### config.mk
export PLATFORM = sky130hd
export DESIGN_NAME = pc_fetch_unit
export DESIGN_NICKNAME = d
export VERILOG_FILES = /design/src/rtl/mips_pkg.sv /design/src/rtl/pc_next_calc.sv /design/src/rtl/pc_fetch_unit.sv
export SDC_FILE = /design/constraint.sdc
export NUM_CORES = 1
export LEC_CHECK = 0
export BUFFER_PORTS_ARGS = -buffer_cell sky130_fd_sc_hd__buf_2
export CORE_MARGIN = 2
export CORE_UTILIZATION = 40
export CTS_CLUSTER_SIZE = 40
export DETAILED_ROUTE_END_ITERATION = 10
export GPL_TIMING_DRIVEN = 0
export PLACE_DENSITY = 0.69
export SETUP_SLACK_MARGIN = 0.2
export SLEW_MARGIN = 10
export SYNTH_ARGS = -nofsm -noshare
export SYNTH_HDL_FRONTEND = slang
export SYNTH_SLANG_ARGS = --single-unit
### constraint.sdc
create_clock -name clk -period 4.3 [get_ports clk]
set_input_delay 0.645 -clock clk [delete_from_list [all_inputs] [get_ports clk]]
set_output_delay 0.645 -clock clk [all_outputs]
set_load 0.01 [all_outputs]
### src/rtl/mips_pkg.sv
// Shared types and constants for the MIPS fetch stage.
// The HALT state is only reachable when MISALIGN_TRAP_EN is defined.
package mips_pkg;

  localparam int unsigned PC_W = 32;
  localparam logic [PC_W-1:0] PC_INC = 32'd4;

  typedef enum logic [1:0] {
    IDLE  = 2'd0,
    FETCH = 2'd1,
    EXEC  = 2'd2,
    HALT  = 2'd3
  } fetch_state_e;

endpackage

### src/rtl/pc_next_calc.sv
// Combinational next-PC selection: jump over taken branch over sequential.
// Without MISALIGN_TRAP_EN the low two jump-target bits are cleared here.
module pc_next_calc
  import mips_pkg::*;
(
  input  logic [PC_W-1:0] pc_i,
  input  logic [PC_W-1:0] imm_sign_i,
  input  logic            jump_i,
  input  logic [PC_W-1:0] jump_target_i,
  input  logic            branch_taken_i,
  output logic [PC_W-1:0] next_pc_o
);

  logic [PC_W-1:0] seq_pc;
  logic [PC_W-1:0] br_pc;
  logic [PC_W-1:0] jmp_pc;

  assign seq_pc = pc_i + PC_INC;
  // Shifting out the top immediate bits is intentional; the sum wraps silently.
  assign br_pc  = seq_pc + (imm_sign_i << 2);

`ifdef MISALIGN_TRAP_EN
  assign jmp_pc = jump_target_i;
`else
  assign jmp_pc = jump_target_i & ~32'h0000_0003;
`endif

  always_comb begin
    next_pc_o = seq_pc;
    if (jump_i) begin
      next_pc_o = jmp_pc;
    end else if (branch_taken_i) begin
      next_pc_o = br_pc;
    end
  end

endmodule

### src/rtl/pc_fetch_unit.sv
// PC register, instruction register and IDLE/FETCH/EXEC fetch FSM.
// Define MISALIGN_TRAP_EN to trap misaligned jumps into HALT with misalign_err.
module pc_fetch_unit
  import mips_pkg::*;
#(
  parameter logic [31:0] RESET_PC = 32'h0000_0000
) (
  input  logic        clk,
  input  logic        rst,
  input  logic        stall,
  input  logic        branch_taken,
  input  logic [31:0] imm_sign,
  input  logic        jump,
  input  logic [31:0] jump_target,
  output logic        imem_req,
  output logic [31:0] imem_addr,
  input  logic        imem_rvalid,
  input  logic [31:0] imem_rdata,
  output logic [31:0] instr,
  output logic        instr_valid,
  output logic [31:0] pc_out,
  output logic [31:0] pc_plus4
`ifdef MISALIGN_TRAP_EN
  ,
  output logic        misalign_err
`endif
);

  fetch_state_e    state_q;
  logic [PC_W-1:0] pc_q;
  logic [PC_W-1:0] pc_d;
  logic [31:0]     instr_q;

  pc_next_calc u_next (
    .pc_i          (pc_q),
    .imm_sign_i    (imm_sign),
    .jump_i        (jump),
    .jump_target_i (jump_target),
    .branch_taken_i(branch_taken),
    .next_pc_o     (pc_d)
  );

`ifdef MISALIGN_TRAP_EN
  logic err_q;
  logic jump_misaligned;

  assign jump_misaligned = jump && (jump_target[1:0] != 2'b00);
  assign misalign_err    = err_q;
`endif

  // Memory responses are only honoured in FETCH, so reset or a late rvalid never corrupts instr.
  always_ff @(posedge clk or posedge rst) begin
    if (rst) begin
      state_q <= IDLE;
      pc_q    <= RESET_PC;
      instr_q <= 32'h0;
`ifdef MISALIGN_TRAP_EN
      err_q   <= 1'b0;
`endif
    end else begin
      case (state_q)
        IDLE: state_q <= FETCH;
        FETCH: begin
          if (imem_rvalid) begin
            instr_q <= imem_rdata;
            state_q <= EXEC;
          end
        end
        EXEC: begin
          if (!stall) begin
`ifdef MISALIGN_TRAP_EN
            if (jump_misaligned) begin
              err_q   <= 1'b1;
              state_q <= HALT;
            end else begin
              pc_q    <= pc_d;
              state_q <= FETCH;
            end
`else
            pc_q    <= pc_d;
            state_q <= FETCH;
`endif
          end
        end
`ifdef MISALIGN_TRAP_EN
        HALT: state_q <= HALT;
`endif
        default: state_q <= IDLE;
      endcase
    end
  end

  assign imem_req    = (state_q == FETCH);
  assign instr_valid = (state_q == EXEC);
  assign imem_addr   = pc_q;
  assign pc_out      = pc_q;
  assign pc_plus4    = pc_q + PC_INC;
  assign instr       = instr_q;

endmodule
Word-level counts from Yosys, hierarchy flattened
Index checks and enable logic that the tools add are counted.
- flip-flop bits (word level): 66
- bits in latches: 0
- RAM bits: 0
- ROM bits: 0
- input bits: 102
- output and inout port bits: 130
- word-level logic and storage cells: 19
- memories: 0
- $add $sub $neg: 2
- multiply operators: 0
- div/mod/pow operators: 0
- $lt $le $gt $ge: 0
- eq/ne operators: 4
- shift-type cells: 0
- muxes and demuxes: 5
- bitwise operators: 1
- reductions and logical operators: 4
- operators by type and width (cell ; count):
    32-bit 2-to-1 mux ; 2
    32-bit by 3-bit adder with 32-bit output, second input constant ; 1
    32-bit adder ; 1
    2-bit one-hot mux with 3 select lines ; 1
    2-bit AND reduction ; 3
    2-bit 2-to-1 mux ; 2
    2-bit by 1-bit == test with 1-bit output, second input constant ; 1
    2-bit == test, second input constant ; 1
    2-bit zero test ; 1
    2-bit by 1-bit != test with 1-bit output, second input constant ; 1
    2-bit != test, second input constant ; 1
    1-bit inverter ; 1

Longest topological paths before layout
- word-level depth: 4
- gate-level depth with buffers: 15
- depth with buffers taken out: 14

By module
From an unflattened synthesis, not the netlist that was laid out.
- cells, all modules: 667
- area, all modules: 5992.0 sq um
- by module, submodules not included (module ; times used ; cells each ; area an instance (sq um) ; sequential area each (sq um)):
    pc_fetch_unit ; 1 ; 266 ; 3265.6 ; 1651.6
    pc_next_calc ; 1 ; 401 ; 2726.4 ; 0.0

Worst setup path before layout
Ideal clock, no wire load.
- path kind: register -> register
- start: register pc_q[2] (netlist: imem_addr[2])
- end: register pc_q[28] (netlist: imem_addr[28])
- arrival: 3453 ps
- required time: 4175 ps
- setup slack: 722 ps
- stages on the path, launching flop included: 15
- period minus slack after synthesis: 3578 ps
- cells stage by stage: dfrtp_1 -> nand2_1 -> nor4_4 -> and3_1 -> nand3_1 -> xnor2_1 -> ha_1 -> a21oi_1 -> o21bai_1 -> a21oi_1 -> or3b_4 -> a31o_1 -> a211oi_2 -> xor2_1 -> o21ai_1
- word-level cells in the longest chain between the ends: 4
- ends and longest elaborated chain (element ; line ; text):
    start, declared ; pc_fetch_unit.sv:30 ; logic [PC_W-1:0] pc_q;
    start signal, assigned ; pc_fetch_unit.sv:80 ; pc_q <= pc_d;
    32-bit by 3-bit adder with 32-bit output ; -- ;
    net pc_plus4[15] ; pc_fetch_unit.sv:22 ; output logic [31:0] pc_plus4
    32-bit adder ; pc_next_calc.sv:20 ; assign br_pc = seq_pc + (imm_sign_i << 2);
    32-bit 2-to-1 mux ; pc_next_calc.sv:32 ; end else if (branch_taken_i) begin
    32-bit 2-to-1 mux ; pc_next_calc.sv:30 ; if (jump_i) begin
The timed path passes the listed nets, and every way through them passes these cells.
A chain may end at the register's enable or synchronous reset.

Final worst setup path
- start: register pc_q[6] (netlist: imem_addr[6])
- end: register pc_q[28] (netlist: imem_addr[28])
- word-level cells in the longest chain between the ends: 4
- ends and longest elaborated chain (element ; line ; text):
    32-bit by 3-bit adder with 32-bit output (*) ; pc_next_calc.sv:18 ; assign seq_pc = pc_i + PC_INC;
    32-bit adder ; pc_next_calc.sv:20 ;
    32-bit 2-to-1 mux (*) ; pc_next_calc.sv:32 ;
    32-bit 2-to-1 mux (*) ; pc_next_calc.sv:30 ;
Every way passes the cells marked *; elsewhere a longest branch is shown, timed or not.

==> results.json <==
{
  "die_width_um": 121.1,
  "layout-drive-gt1-share_pct": 38.74,
  "worstMarginPinSlew_ns": 0.6784,
  "fmax_mhz": 257.0,
  "worst-path-max-fanout": 6,
  "yosysWarnings": 0,
  "hold_class": "input pin to asynchronous set/reset pin",
  "finalWirelength_um": 18940,
  "instances_no_fill": 1065,
  "finalSetupViolCount": 0,
  "synth-async-reset-ratio_pct": 100.0,
  "cts_buffer_depth": 2,
  "synth_edf_count": 0,
  "grt_usage_pct": 25.72,
  "rsz0062_at_grt": "no",
  "syn_area_per_cell_um2": 8.550,
  "netlist_area_mm2": 0.005489,
  "final_cell_mix": "buf_2 (222), nand2_1 (73), dfrtp_1 (60)",
  "die_h_um": 121.1,
  "yosysTopAreaCell": "dfrtp_1",
  "place_inst": 1045,
  "die_area_mm2": 0.01468,
  "layout_commonest_cell": "buf_2",
  "cts_tree": "built",
  "dp_hpwl_um": 14700,
  "relSlewSlack_pct": 54.61,
  "synthTopCellsByArea": "dfrtp_1 (29%), ha_1 (8.2%), mux2_2 (6.8%), nand2_1 (5.0%), buf_4 (4.9%)",
  "endpoint_kind": "flop",
  "cp-start-kind": "flop",
  "ys_ff_latch": 64,
  "finClkSkew_ns": 0.008666,
  "place_congestion": 0.9207,
  "post-route-drc-count": 0,
  "start_util_pct": 41.12,
  "max_cap_violations": 0,
  "rows": 42,
  "synth_flop_cell": "dfrtp_1",
  "period_share_pct": 90.50,
  "antenna_found_initial": 2,
  "pin_count": 232,
  "tns_ns": 0,
  "wl_per_cell_um": 17.79,
  "layout.nets": 1022,
  "arrival_ns": 4.11,
  "grt_pass1_vias": 5512,
  "syn_inst": 642,
  "dr.pass1.iters": 5,
  "cts.htree.levels": 3,
  "gr-total-overflow": 0,
  "hold_ws_ns": 0.3324,
  "numCtsBuffers": 9,
  "critPathKind": "flop to flop",
  "pwr_density_cell_mw_per_mm2": 744.4,
  "grt_max_degree": 37,
  "finalMaxSlewViolations": 0,
  "fin_util_pct": 54.91,
  "required_ns": 4.52,
  "ctsRootBufferMaster": "clkbuf_16",
  "synth_top_cell_area_share_pct": 29.18,
  "status": "completed",
  "cts.sinks": 64,
  "period_minus_slack_ns": 3.891,
  "grt_pass1_wl_um": 28980,
  "route.vias.total": 5788,
  "power.leakage_uw": 0.003651,
  "hold_buffers": 0,
  "drtIter0Drc": 321,
  "vias_per_cell": 5.435,
  "syn_to_final_growth_pct": 33.53,
  "power_uw": 5456,
  "clkSlewWorstSetupHoldPaths_ns": 0.06,
  "port_buffers": 221,
  "yosysSeqAreaShare_pct": 29.18,
  "finalHoldViolCount": 0,
  "synth.distinct_cells": 63,
  "clk_latency_ns": 0.34,
  "ant_nets": 0,
  "vdd_drop_max_mv": 0.3811,
  "coreArea_mm2": 0.01335
}
## synth_stat cells (7+ instances only)
cell	number
a21oi_1	37
nor2_1	41
mux2i_1	7
o21ai_0	39
buf_4	36
nand2_1	73
clkbuf_1	18
ha_1	36
o211ai_1	10
a21o_1	19
mux2_2	33
and3_1	13
xnor2_1	30
nor3_1	9
inv_1	13
nand4_1	8
or3_1	7
nand3_1	35
dfrtp_1	64
xor2_1	17
## path summary, 6_finish.rpt
check                      cells after the start            end          from  slack (ns)
max                                           15  imem_addr[28]  imem_addr[6]        0.41
min                                            2      instr[20]           rst        0.33
max reg2reg                                   15  imem_addr[28]  imem_addr[6]        0.41
min reg2reg                                    1       instr[8]      instr[8]        0.50
max in group asynchronous                      3   imem_addr[2]           rst        3.42
min in group clk                               1       instr[8]      instr[8]        0.50
## power by group
group,switching [uW],internal (uW)
Sequential,368,899
Clock,293,597
Combinational,1770,1530
## per-stage QoR
stage / area (um^2) / setup slack [ns]
finish: 7330 / 0.4085
global placement: 6834 / 0.1456
CTS: 7222 / 0.1979
floorplan: 5508 / 0.7219
detailed placement: 6857 / 0.1222
global route: 7330 / 0.1862
## worst max-delay path, stage by stage (launching register included)
cell      delay (ns)
dfrtp_1         0.46
nand3_1         0.18
nor4_4          0.27
buf_4           0.18
and3_1          0.22
nand3_1         0.13
xnor2_2         0.18
ha_1            0.35
a21oi_1         0.22
o21bai_1        0.09
a21oi_1         0.20
or3b_4          0.44
a31o_1          0.27
a211oi_2        0.22
xor2_1          0.26
o21ai_1         0.09
## area by class of cell
type                       count  area, um^2
tap                          176       220.2
sequential                    64        1607
antenna                        1       2.502
timing repair buffer         225        1149
multi-input combinational    510        3581
buffer                        59       360.3
fill                        1302        6018
inverter                      14       55.05
clock inverter                 5       102.6
clock buffer                  11       252.7
## state kept, by name (all words and copies together), names as in the netlist
signal	flops
imem_addr	30
state_q	2
instr	32
## timing repair
| action | CTS | global route |
|---|---|---|
| setup buffers | 1 | 2 |
| resized for setup | 1 | 22 |
| pin swaps | 1 | 2 |
| setup endpoints to repair | 5 | 9 |
## cells by family (layout without fill, tap and decap cells)
family | count (synthesis) | count (layout) | synth area share [%]
adders and majority gates | 37 | 37 | 8.571
muxes | 40 | 40 | 8.047
buffers and inverters | 73 | 314 | 7.476
other | 1 | 7 | 0.06832
xor gates and xnor gates | 47 | 47 | 7.499
DFF | 64 | 64 | 29.18
AOI/OAI and AO/OA | 165 | 165 | 20.15
and+or+nand+nor | 215 | 215 | 19.01
## routing by layer
layer	vias up	wire length [um]	track usage, %
li1	2770	-	-
met1	2678	7616	32.08
met2	301	8883	42.63
met3	37	2012	8.130
met4	2	416	7.615
met5	-	13	0
(Power assumes the default switching activity.)
